$ cat src/rtl/elevator_pkg.sv
// Shared types, widths and call-search helpers for the N-floor elevator controller.
package elevator_pkg;

  localparam int unsigned MaxFloors = 16;
  localparam int unsigned FloorW    = 4;
  localparam int unsigned OccW      = 5;
  localparam int unsigned TimerW    = 8;

  typedef enum logic [1:0] {
    StIdle,
    StMoving,
    StDoorOpen
  } state_e;

  function automatic logic has_calls_above(input logic [MaxFloors-1:0] pending,
                                           input logic [FloorW-1:0]    floor);
    logic found;
    found = 1'b0;
    for (int i = 0; i < MaxFloors; i++) begin
      if (i > int'(floor) && pending[i]) found = 1'b1;
    end
    return found;
  endfunction

  function automatic logic has_calls_below(input logic [MaxFloors-1:0] pending,
                                           input logic [FloorW-1:0]    floor);
    logic found;
    found = 1'b0;
    for (int i = 0; i < MaxFloors; i++) begin
      if (i < int'(floor) && pending[i]) found = 1'b1;
    end
    return found;
  endfunction

endpackage

$ cat src/rtl/sec_tick_gen.sv
// Free-running divider: one-cycle tick every CLK_FREQ clocks, restarted by reset.
module sec_tick_gen #(
  parameter int unsigned CLK_FREQ = 500
) (
  input  logic clk_i,
  input  logic rst_i,
  output logic tick_o
);

  localparam int unsigned CntW = (CLK_FREQ > 1) ? $clog2(CLK_FREQ) : 1;
  localparam logic [CntW-1:0] CntMax = CntW'(CLK_FREQ - 1);

  logic [CntW-1:0] cnt_q, cnt_d;

  assign tick_o = (cnt_q == CntMax);

  always_comb begin
    cnt_d = tick_o ? '0 : cnt_q + CntW'(1);
  end

  always_ff @(posedge clk_i) begin
    if (rst_i) begin
      cnt_q <= '0;
    end else begin
      cnt_q <= cnt_d;
    end
  end

endmodule

$ cat src/rtl/elevator_ctrl_n.sv
// N-floor elevator controller: SCAN call service, tick-timed travel/door phases,
// occupancy tracking with overweight door hold, and an SOS hold mode.
module elevator_ctrl_n
  import elevator_pkg::*;
#(
  parameter int unsigned NUM_FLOORS   = 8,
  parameter int unsigned CLK_FREQ     = 500,
  parameter int unsigned TRAVEL_TICKS = 2,
  parameter int unsigned DOOR_TICKS   = 3,
  parameter int unsigned MAX_PEOPLE   = 6
) (
  input  logic                  clk_50,
  input  logic                  reset,
  input  logic [NUM_FLOORS-1:0] call_req,
  input  logic                  sos_flip,
  input  logic                  person_in,
  input  logic                  person_out,
  output logic [NUM_FLOORS-1:0] call_led,
  output logic [NUM_FLOORS-1:0] floor_onehot,
  output logic                  door,
  output logic                  moving,
  output logic                  dir_up,
  output logic                  sos_mode,
  output logic                  weight_limit_exceeded
);

  localparam logic [FloorW-1:0] TopFloor   = FloorW'(NUM_FLOORS - 1);
  localparam logic [TimerW-1:0] TravelLast = TimerW'(TRAVEL_TICKS - 1);
  localparam logic [TimerW-1:0] DoorLast   = TimerW'(DOOR_TICKS - 1);
  localparam logic [OccW-1:0]   OccFull    = '1;
  localparam logic [OccW-1:0]   OccLimit   = OccW'(MAX_PEOPLE);

  state_e                  state_q, state_d;
  logic [FloorW-1:0]       floor_q, floor_d;
  logic                    dir_up_q, dir_up_d;
  logic [NUM_FLOORS-1:0]   pending_q, pending_d;
  logic [TimerW-1:0]       timer_q, timer_d;
  logic [OccW-1:0]         occ_q, occ_d;
  logic                    sos_q, sos_d;
  logic                    door_q, door_d;
  logic                    moving_q, moving_d;
  logic                    wle_q, wle_d;
  logic [NUM_FLOORS-1:0]   floor_oh_q, floor_oh_d;

  logic                    tick;
  logic [MaxFloors-1:0]    pend_wide;
  logic [NUM_FLOORS-1:0]   here_mask;
  logic [NUM_FLOORS-1:0]   next_mask;
  logic [NUM_FLOORS-1:0]   call_eff;
  logic [FloorW-1:0]       floor_next;
  logic                    here_call;
  logic                    calls_above;
  logic                    calls_below;
  logic                    next_called;
  logic                    next_ahead;
  logic                    sos_enter;
  logic                    sos_exit;

  sec_tick_gen #(
    .CLK_FREQ(CLK_FREQ)
  ) u_tick (
    .clk_i (clk_50),
    .rst_i (reset),
    .tick_o(tick)
  );

  assign pend_wide   = MaxFloors'(pending_q);
  assign floor_next  = dir_up_q ? floor_q + FloorW'(1) : floor_q - FloorW'(1);
  assign here_mask   = NUM_FLOORS'(1) << floor_q;
  assign next_mask   = NUM_FLOORS'(1) << floor_next;
  assign here_call   = ~sos_q & (|(call_req & here_mask));
  assign calls_above = has_calls_above(pend_wide, floor_q);
  assign calls_below = has_calls_below(pend_wide, floor_q);
  assign next_called = |(pending_q & next_mask);
  assign next_ahead  = dir_up_q ? has_calls_above(pend_wide, floor_next)
                                : has_calls_below(pend_wide, floor_next);
  assign sos_enter   = sos_flip & ~sos_q;
  assign sos_exit    = sos_flip & sos_q;

  // A call for the floor the car is parked at opens the door instead of latching.
  always_comb begin
    call_eff = '0;
    if (!sos_q) begin
      call_eff = call_req & ((state_q == StMoving) ? '1 : ~here_mask);
    end
  end

  always_comb begin
    state_d   = state_q;
    floor_d   = floor_q;
    dir_up_d  = dir_up_q;
    timer_d   = timer_q;
    pending_d = pending_q | call_eff;
    if (sos_enter) pending_d = '0;

    unique case (state_q)
      StIdle: begin
        if (floor_q == '0) begin
          dir_up_d = 1'b1;
        end else if (floor_q == TopFloor) begin
          dir_up_d = 1'b0;
        end
        if (sos_q || here_call) begin
          state_d = StDoorOpen;
          timer_d = '0;
        end else if (|pending_q) begin
          // SCAN: keep heading while anything lies ahead, otherwise turn round.
          dir_up_d = dir_up_q ? calls_above : ~calls_below;
          state_d  = StMoving;
          timer_d  = '0;
        end
      end
      StMoving: begin
        if (tick) begin
          if (timer_q == TravelLast) begin
            floor_d = floor_next;
            timer_d = '0;
            if (sos_q || next_called || !next_ahead) begin
              state_d   = StDoorOpen;
              pending_d = pending_d & ~next_mask;
            end
          end else begin
            timer_d = timer_q + TimerW'(1);
          end
        end
      end
      StDoorOpen: begin
        if (here_call || sos_exit) begin
          timer_d = '0;
        end else if (tick && !wle_q && !sos_q) begin
          if (timer_q == DoorLast) begin
            state_d = StIdle;
            timer_d = '0;
          end else begin
            timer_d = timer_q + TimerW'(1);
          end
        end
      end
      default: begin
        state_d = StIdle;
      end
    endcase
  end

  always_comb begin
    occ_d = occ_q;
    if (door_q) begin
      if (person_in && !person_out && occ_q != OccFull) begin
        occ_d = occ_q + OccW'(1);
      end else if (person_out && !person_in && occ_q != '0) begin
        occ_d = occ_q - OccW'(1);
      end
    end
    wle_d      = (occ_d > OccLimit);
    sos_d      = sos_q ^ sos_flip;
    door_d     = (state_d == StDoorOpen);
    moving_d   = (state_d == StMoving);
    floor_oh_d = NUM_FLOORS'(1) << floor_d;
  end

  always_ff @(posedge clk_50) begin
    if (reset) begin
      state_q    <= StIdle;
      floor_q    <= '0;
      dir_up_q   <= 1'b1;
      pending_q  <= '0;
      timer_q    <= '0;
      occ_q      <= '0;
      sos_q      <= 1'b0;
      door_q     <= 1'b0;
      moving_q   <= 1'b0;
      wle_q      <= 1'b0;
      floor_oh_q <= NUM_FLOORS'(1);
    end else begin
      state_q    <= state_d;
      floor_q    <= floor_d;
      dir_up_q   <= dir_up_d;
      pending_q  <= pending_d;
      timer_q    <= timer_d;
      occ_q      <= occ_d;
      sos_q      <= sos_d;
      door_q     <= door_d;
      moving_q   <= moving_d;
      wle_q      <= wle_d;
      floor_oh_q <= floor_oh_d;
    end
  end

  assign call_led              = pending_q;
  assign floor_onehot          = floor_oh_q;
  assign door                  = door_q;
  assign moving                = moving_q;
  assign dir_up                = dir_up_q;
  assign sos_mode              = sos_q;
  assign weight_limit_exceeded = wle_q;

endmodule

$ cat config.mk
export PLATFORM = sky130hd
export DESIGN_NAME = elevator_ctrl_n
export DESIGN_NICKNAME = d
export VERILOG_FILES = /design/src/rtl/elevator_pkg.sv /design/src/rtl/sec_tick_gen.sv /design/src/rtl/elevator_ctrl_n.sv
export SDC_FILE = /design/constraint.sdc
export NUM_CORES = 1
export LEC_CHECK = 0
export ABC_AREA = 1
export CORE_ASPECT_RATIO = 2
export CORE_MARGIN = 10
export CORE_UTILIZATION = 62
export DETAILED_ROUTE_END_ITERATION = 10
export PLACE_DENSITY = 0.95
export SETUP_SLACK_MARGIN = 0.15
export SLEW_MARGIN = 20
export SYNTH_ARGS = -nofsm -noshare
export SYNTH_HDL_FRONTEND = slang
export SYNTH_SLANG_ARGS = --single-unit
export TNS_END_PERCENT = 5
$ cat constraint.sdc
create_clock -name clk_50 -period 4.1 [get_ports clk_50]
set_input_delay 0.82 -clock clk_50 [delete_from_list [all_inputs] [get_ports clk_50]]
set_output_delay 0.82 -clock clk_50 [all_outputs]
set_load 0.05 [all_outputs]
==> results of run 1 <==
final cells by class:
cell class | count | area [um^2]
repair buffers | 35 | 345
clock buffers | 5 | 68.8
flip-flops and latches | 49 | 981
multi-input cells | 357 | 2000
fillers | 447 | 1560
inverters | 77 | 302
clock inverters | 3 | 43.8
well taps | 60 | 75.1
worst max path at each step:
| stage | from | to | slack (ns) |
|---|---|---|---|
| 2_1_floorplan | floor_q[0] | door | 1.77 |
| 3_3_place_gp | call_req[7] | timer_q[4] | 1.34 |
| 3_5_place_dp | person_in | weight_limit_exceeded | 1.24 |
| 4_1_cts | floor_q[0] | door | 1.26 |
| 5_1_grt | floor_q[0] | door | 0.99 |
| 6_report | floor_q[0] | door | 1.20 |
power by group:
part / internal [W] / switching, W
Combinational: 0.000135 / 0.000283
Clock: 0.000183 / 0.000168
Sequential: 0.000499 / 0.0000446
kinds of logic after synthesis:
kind of cell             Yosys count  synth area share (%)
buffers and inverters             89                  12.0
XOR/XNOR                           4                  1.04
flip-flops                        49                  29.0
AO/OA/AOI/OAI                     75                  13.9
adder cells (fa/ha/maj)           20                  7.40
AND/OR/NAND/NOR                  258                  36.6
cells in the mapped netlist, types with 5 or more instances:
cell	number	area, um^2
o21ai_0	26	130
a21oi_1	19	95.1
ha_1	20	250
o21ai_1	5	25.0
inv_1	71	267
buf_6	7	78.8
dfxtp_1	49	981
nand2_2	7	43.8
nor2_1	68	255
nor2_4	5	56.3
nand4_1	15	93.8
nand2_1	99	372
nor3_1	12	60.1
nand3_1	30	150
per-stage QoR:
step	instances	power [W]	util, %	hold WS [ns]	setup WS [ns]
5_1_grt	586	0.00137	71.0	0.489	0.991
6_report	586	0.00131	71.0	0.450	1.20
3_5_place_dp	578	0.000959	68.9	0.440	1.24
4_1_cts	586	0.00131	71.0	0.454	1.26
2_1_floorplan	495	0.000843	-	0.418	1.77
3_3_place_gp	578	0.000950	68.9	0.429	1.34
flip-flops by register name, indices dropped and copies added (netlist names):
register               count
dir_up                     1
call_led                   8
sos_mode                   1
weight_limit_exceeded      1
occ_q                      5
floor_q                    4
door                       1
state_q                    2
floor_onehot               8
u_tick.cnt_q               9
timer_q                    8
moving                     1
layer usage:
layer / wire length, um / vias to the layer above / share of wire, % / global-route usage (%)
li1: - / 1665 / - / -
met1: 3400 / 1581 / 33 / 20.7
met2: 5600 / 177 / 55 / 43.3
met3: 606 / 68 / 5.9 / 4.07
met4: 645 / 0 / 6.3 / 15.1
met5: 0 / - / 0 / 0
worst max-delay path, stage by stage, from the launching register on:
cell	delay, ns
dfxtp_1	0.62
inv_4	0.08
ha_1	0.28
ha_1	0.31
o21ai_1	0.36
nor2_1	0.14
nand4_1	0.12
nand2_1	0.06
inv_1	0.07
nand2_2	0.07
nor2_4	0.09
nand3_4	0.17
nand2_4	0.10
nand2_1	0.05
nand2_1	0.07
nand2_1	0.07
nand2_1	0.08
nor2_1	0.04
==> metrics list, run 1 <==
- Result of the run: completed
* Effective utilization at floorplan: around 63%
- The region available for standard cell placement spans ~5400 um^2.
- Measured against its own limit, the worst slew margin works out to 39.1%.
- Data arrives at the worst endpoint at 3.10 ns.
* Total CTS buffers: 5
* Gr usage total: between 20% and 30%
* Post-layout nets: 558
* Initial antenna violation count: 0
- In the synthesized netlist, the number of instances is around 500.
* Final hold violations: 0
* Most frequently used flop master after synthesis: dfxtp_1
- Maximum frequency from static timing analysis: 345 MHz
* Maximum number of pins on one net before global-route repair: 17
- The via count of the first global-routing pass came to ~3600.
* Area after DPL: between 3000 and 4000 um^2
- On the final layout, the worst clock skew is about 0.013 ns.
* Maximum Capacitance Violations: 0
* Endpoint of the most critical register-to-register path: door
* Residual overflow from global routing: 0
* Top-Level Pins: 34
* Tightest Pin Transition: just over 0.9 ns
- Ant. Diodes: 0
* Ys Warns: 0
- The first global-routing pass estimated around 17000 um of wire.
- Along the worst hold path, the cell count comes to 1.
* Final max-slew violation count: 0
- The worst path uses 70.6% of the clock period.
- The clock period could shrink to 2.90 ns.
- Drt total wl: around 10000 um
- The worst-case IR drop observed on VDD is 0.277 mV.
* HPWL reported at the end of detailed placement: 7940 um
- The area growth from synthesis to layout is 12.7%.
* Largest fanout of any net on the critical path: 10
- DRC violation total after the first TritonRoute iteration: 299
* Vertical die dimension: 124 um
* Length in cells of the worst reg-to-reg path: 17
* Clock latency at the later pin of the worst-skew pair: 0.31 ns
* Register-to-register setup slack: approximately 1.2 ns
- Last weighted congestion value of the routability-driven placer: roughly 1.2
* Sum of negative setup slack: 0 ns
- Clock tree from TritonCTS: done
* H-tree level count: 2
* Avg Inst Size Synth: approximately 7 um^2
* Number of routed nets with antenna violations: 0
- In this run the most critical hold path is launched from u_tick.cnt_q[0].
- For this design the ratio of total power to cell area is about 340 nW/um^2.
* Post-CTS resize count: 0
- Die W: 72.2 um
* Startpoint-to-endpoint class of the critical path: flip-flop to flip-flop
- Data required time of the worst path: 4.30 ns
- Clock input transition at the sequential cells of the worst setup and hold paths: around 0.090 ns
- Synthesis produced a netlist with a net count of between 500 and 600.
* End point of the worst hold path: u_tick.cnt_q[0]
- The routed layout has between 3000 and 4000 vias.
* Number of distinct library cells after synthesis: 52
- The library cells used most frequently in the layout, excluding fill and tap cells, are nand2_1, inv_1, nor2_1, dfxtp_1, clkdlybuf4s50_1.
- Vias per Instance: ~6
* Maximum number of buffers from clock root to sink: 2
- Counting flops and latches in the post-synthesis netlist gives between 40 and 50.
- After detailed routing, the number of remaining DRC violations is 0.
- Total Die Area: 8990 um^2
- The tightest min-delay check is of the flip-flop to flip-flop type.
* Ratio of cells with drive above 1 in the final layout: slightly above 10%
- Summed instance area of the synthesized netlist: 3380 um^2
- The library cell used most frequently in the layout, excluding fill and tap cells, is nand2_1.
- The first detailed-routing pass took 6 iterations.
* Final routed wire length divided by cell count: ~18 um
* Count of input and output buffers: 33
- Sequential elements use between 20% and 30% of the synthesized area.
- Leakage Power: roughly 1.7 nW
- Non-Filler Cell Area, Final: roughly 3800 um^2
- Buffer type at the clock tree root: clkbuf_8
- For this design, the CTS-stage hold fixing added 0 buffers.
- The clock net in this run drives a total of 49 sinks.
- The number of setup buffers added after CTS is 0.
- STA classifies the critical path startpoint as a flip-flop.
* Beginning of the worst register-to-register path: floor_q[0]
- Final count of negative-setup-slack endpoints: 0
- Rows: 38
- Of all flip-flops after synthesis, the portion carrying an async set or reset was 0%.
- RSZ-0062 raised after global routing: no
- The worst setup path is captured at a flip-flop.
* EDFF count, synth: 0
Note: power is estimated with default switching activity, not from simulation.
==> run 2: changes to the inputs <==
- CORE_UTILIZATION: 62 -> 58
- PLACE_DENSITY: 0.95 -> 0.9
- clock period: 4.1 -> 2.67 ns (I/O delays scaled with it)
==> run 2 against run 1 <==
Compared with the run above: combinational power rose by 70%; non-clock buffer count increased by 14; clock skew is 0.0051 ns lower; first-iteration DRC count up 16%; utilization down 0.52 points; fmax up 19%; register-to-register slack got worse by 0.97 ns; critical path depth stayed put; via count increased by 3.0%; final cell count grew 2.7%; design area rose by 5.5%; flip-flop and latch count unchanged; critical path type unchanged.
==> metrics list, run 2 (synthesized netlist as in run 1, its figures left out) <==
- The initial detailed-routing violation count was 347 (+16%).
- The remaining global-route overflow was 0 (unchanged).
- The total vias in the final route was 3594 (+3.0%).
- The clock insertion delay at the later pin of the skew report came to 0.30 ns (about the same).
- Final max-slew violation count: 0 (unchanged)
- HPWL reported at the end of detailed placement: 8290 um (+4.5%)
* Data required time of the worst path: 2.90 ns (-1.40 ns)
- The maximum count of clock buffers along a single path came to 2 (unchanged).
- The routed via count divided by cell count came to 5.97 (+0.21%).
* Ant. Diodes: 0 (unchanged)
- The final-layout fill cell count came to 480 (+7.4%).
- The via count of the first global-routing pass was 3532 (-2.4%).
* Maximum frequency from static timing analysis: 410 MHz (+19%)
- The number of top-level design ports is 34 (unchanged).
- Largest fanout of any net on the critical path: 6 (-4)
* Result of the run: completed
- Global-route wire length before repair: 17000 um (+0.29%)
* Power density normalized to cell area: 552 nW/um^2 (+60%)
* Post-layout util: 70.4% (-0.52 points)
- The final wirelength was 10900 um (+6.5%).
- RSZ-0062 raised after global routing: yes
- The number of buffer cells added on primary ports came to 33 (unchanged).
- The arrival time of the worst setup path was 2.67 ns (-0.43 ns).
- Most frequent cells in the layout: nand2_1, inv_1, nor2_1, dfxtp_1, clkdlybuf4s50_1
- The floorplan die area came to 9470 um^2 (+5.4%).
* Last weighted congestion value of the routability-driven placer: 1.02 (-12%)
* Final routed wire length divided by cell count: 18.1 um (+3.7%)
- Worst vdd rail ir drop: 0.632 mV (+130%)
- Most frequent standard cell in the layout excluding fill and tap cells: nand2_1
- The maximum number of pins on one net before global-route repair came to 16 (-1).
- Leakage Power: 1.83 nW (+5.8%)
- Broken down by cell family, the worst path's largest delay share belongs to simple AND/OR/NAND/NOR gates.
* Maximum Capacitance Violations: 0 (unchanged)
- More flip-flops sit in one register than any other, and that register is u_tick.cnt_q.
* Worst slew margin relative to its limit: 56.1% (+17 points)
- Delay contributed by the slowest stage of the critical path: 0.37 ns (-0.25 ns)
- The clock buffer count from CTS is 5 (unchanged).
* Least setup slack across all paths after layout: 0.230 ns (-0.973 ns)
* Startpoint-to-endpoint class of the critical path: flip-flop to flip-flop
* Layout Skew: 0.00823 ns (-0.00513 ns)
- Post-placement setup slack: 0.145 ns (-1.10 ns)
* Clock period minus final worst setup slack: 2.44 ns (-0.457 ns)
- The share of the cycle needed by the critical path after routing was 91.4% (+21 points).
- Slowest library cell on the worst path: dfxtp_4
- Worst path buffer plus inverter count: 2 (unchanged)
- The fraction of layout cells with a size suffix above 1 is 15.7% (+5.6 points).
- The effective utilization at floorplan was 59.3% (-3.7 points).
* Number of buffers added to fix hold violations after cts: 0 (unchanged)
* Post-layout nets: 573 (+2.7%)
- Core box area: 5710 um^2 (+6.3%)
- Initial antenna violation count: 0 (unchanged)
* Hold slack: 0.463 ns (+0.0122 ns)
- The total routing usage reported by global routing came to 22.9% (-0.075 points).
- Vertical die dimension: 128 um (+2.8%)
- Tightest Pin Transition: 0.652 ns (-0.253 ns)
- The first-pass iteration count of the detailed router was 5 (-1).
* Rows: 39 (+2.6%)
- STA classifies the critical path startpoint as a flip-flop.
* Clock tree from TritonCTS: done
- Number of routed nets with antenna violations: 0 (unchanged)
* Class of the tightest hold or removal check: flip-flop to flip-flop
- CP dominant cell by count: nand2_1
- Capturing element type of the critical path: flip-flop
* H-tree level count: 2 (unchanged)
- Die W: 74.0 um (+2.5%)
- Cells along the critical path: ha_1, ha_1, inv_2, buf_4, o21ai_2, nand4_2, nand2_1, nand2_1, nor2_1, nand2_1, nand3_4, nand2_4, nand2_1, nand2_1, nand2_1, nand2_1, nor2_1
* Final count of negative-setup-slack endpoints: 0 (unchanged)
* Clock input transition at the sequential cells of the worst setup and hold paths: 0.07 ns (-0.02 ns)
* Buffer type at the clock tree root: clkbuf_16
- Clock sinks: 49 (unchanged)
- Total power of the final layout: 0.00222 W (+69%)
- P&R area growth vs syn: 18.9%
- Flip-flop count of the largest register after layout: 9 (unchanged)
* Final hold violations: 0 (unchanged)
- The final total negative setup slack is 0 ns (unchanged).
- The DRC violation count after routing was 0 (unchanged).
==> run 2: cell types whose count changed in the layout (fill, tap and decap cells not counted), moves of 2 or more <==
| cell | before | now |
|---|---|---|
| dfxtp_1 | 49 | 47 |
| buf_4 | 2 | 16 |
| clkbuf_16 | 0 | 5 |
| clkbuf_8 | 5 | 2 |
| nand2_2 | 7 | 11 |
| nand2_1 | 99 | 95 |
| nor2_1 | 68 | 60 |
| nor2_2 | 4 | 12 |
==> run 2: what timing repair did <==
action	in CTS	in global routing
setup buffers	0	1
pin swaps	0	2
gates cloned	0	1
gates resized for setup	1	17
setup endpoints to repair	1	29
==> run 2: area by class of cell <==
| class | instances | area (um^2) | share of cell area (%) |
|---|---|---|---|
| tap | 61 | 76.3 | 1.90 |
| clock buffer | 7 | 153 | 3.80 |
| multi-input combinational | 358 | 2050 | 50.9 |
| inverter | 77 | 302 | 7.50 |
| sequential | 49 | 986 | 24.5 |
| timing repair buffer | 49 | 450 | 11.2 |
| clock inverter | 1 | 8.76 | 0.218 |
==> run 2: routing by layer <==
metal / track usage [%] / up-vias / routed length (um)
li1: - / 1706 / -
met1: 19.6 / 1655 / 3470
met2: 42.0 / 167 / 5900
met3: 5.12 / 66 / 659
met4: 18.7 / 0 / 888
met5: 0 / - / 0
==> run 2: report_power, final <==
part	switching [W]	total [W]	internal [W]	leakage, nW
Sequential	0.0000552	0.000821	0.000765	0.400
Combinational	0.000473	0.000710	0.000237	1.35
Clock	0.000286	0.000688	0.000402	0.0805
Total	0.000814	0.00222	0.00140	1.83
==> run 2: through the flow <==
stage	cell area, um^2	instances
2_1_floorplan	3380	495
3_3_place_gp	3800	592
3_5_place_dp	3800	592
4_1_cts	3960	600
5_1_grt	4020	602
6_report	4020	602
==> run 2: final timing paths <==
path | from | slack [ns] | cells after the start | to
max | floor_q[0] | 0.23 | 17 | door
min | u_tick.cnt_q[0] | 0.46 | 1 | u_tick.cnt_q[0]
max reg2reg | floor_q[0] | 0.23 | 17 | door
min reg2reg | u_tick.cnt_q[0] | 0.46 | 1 | u_tick.cnt_q[0]
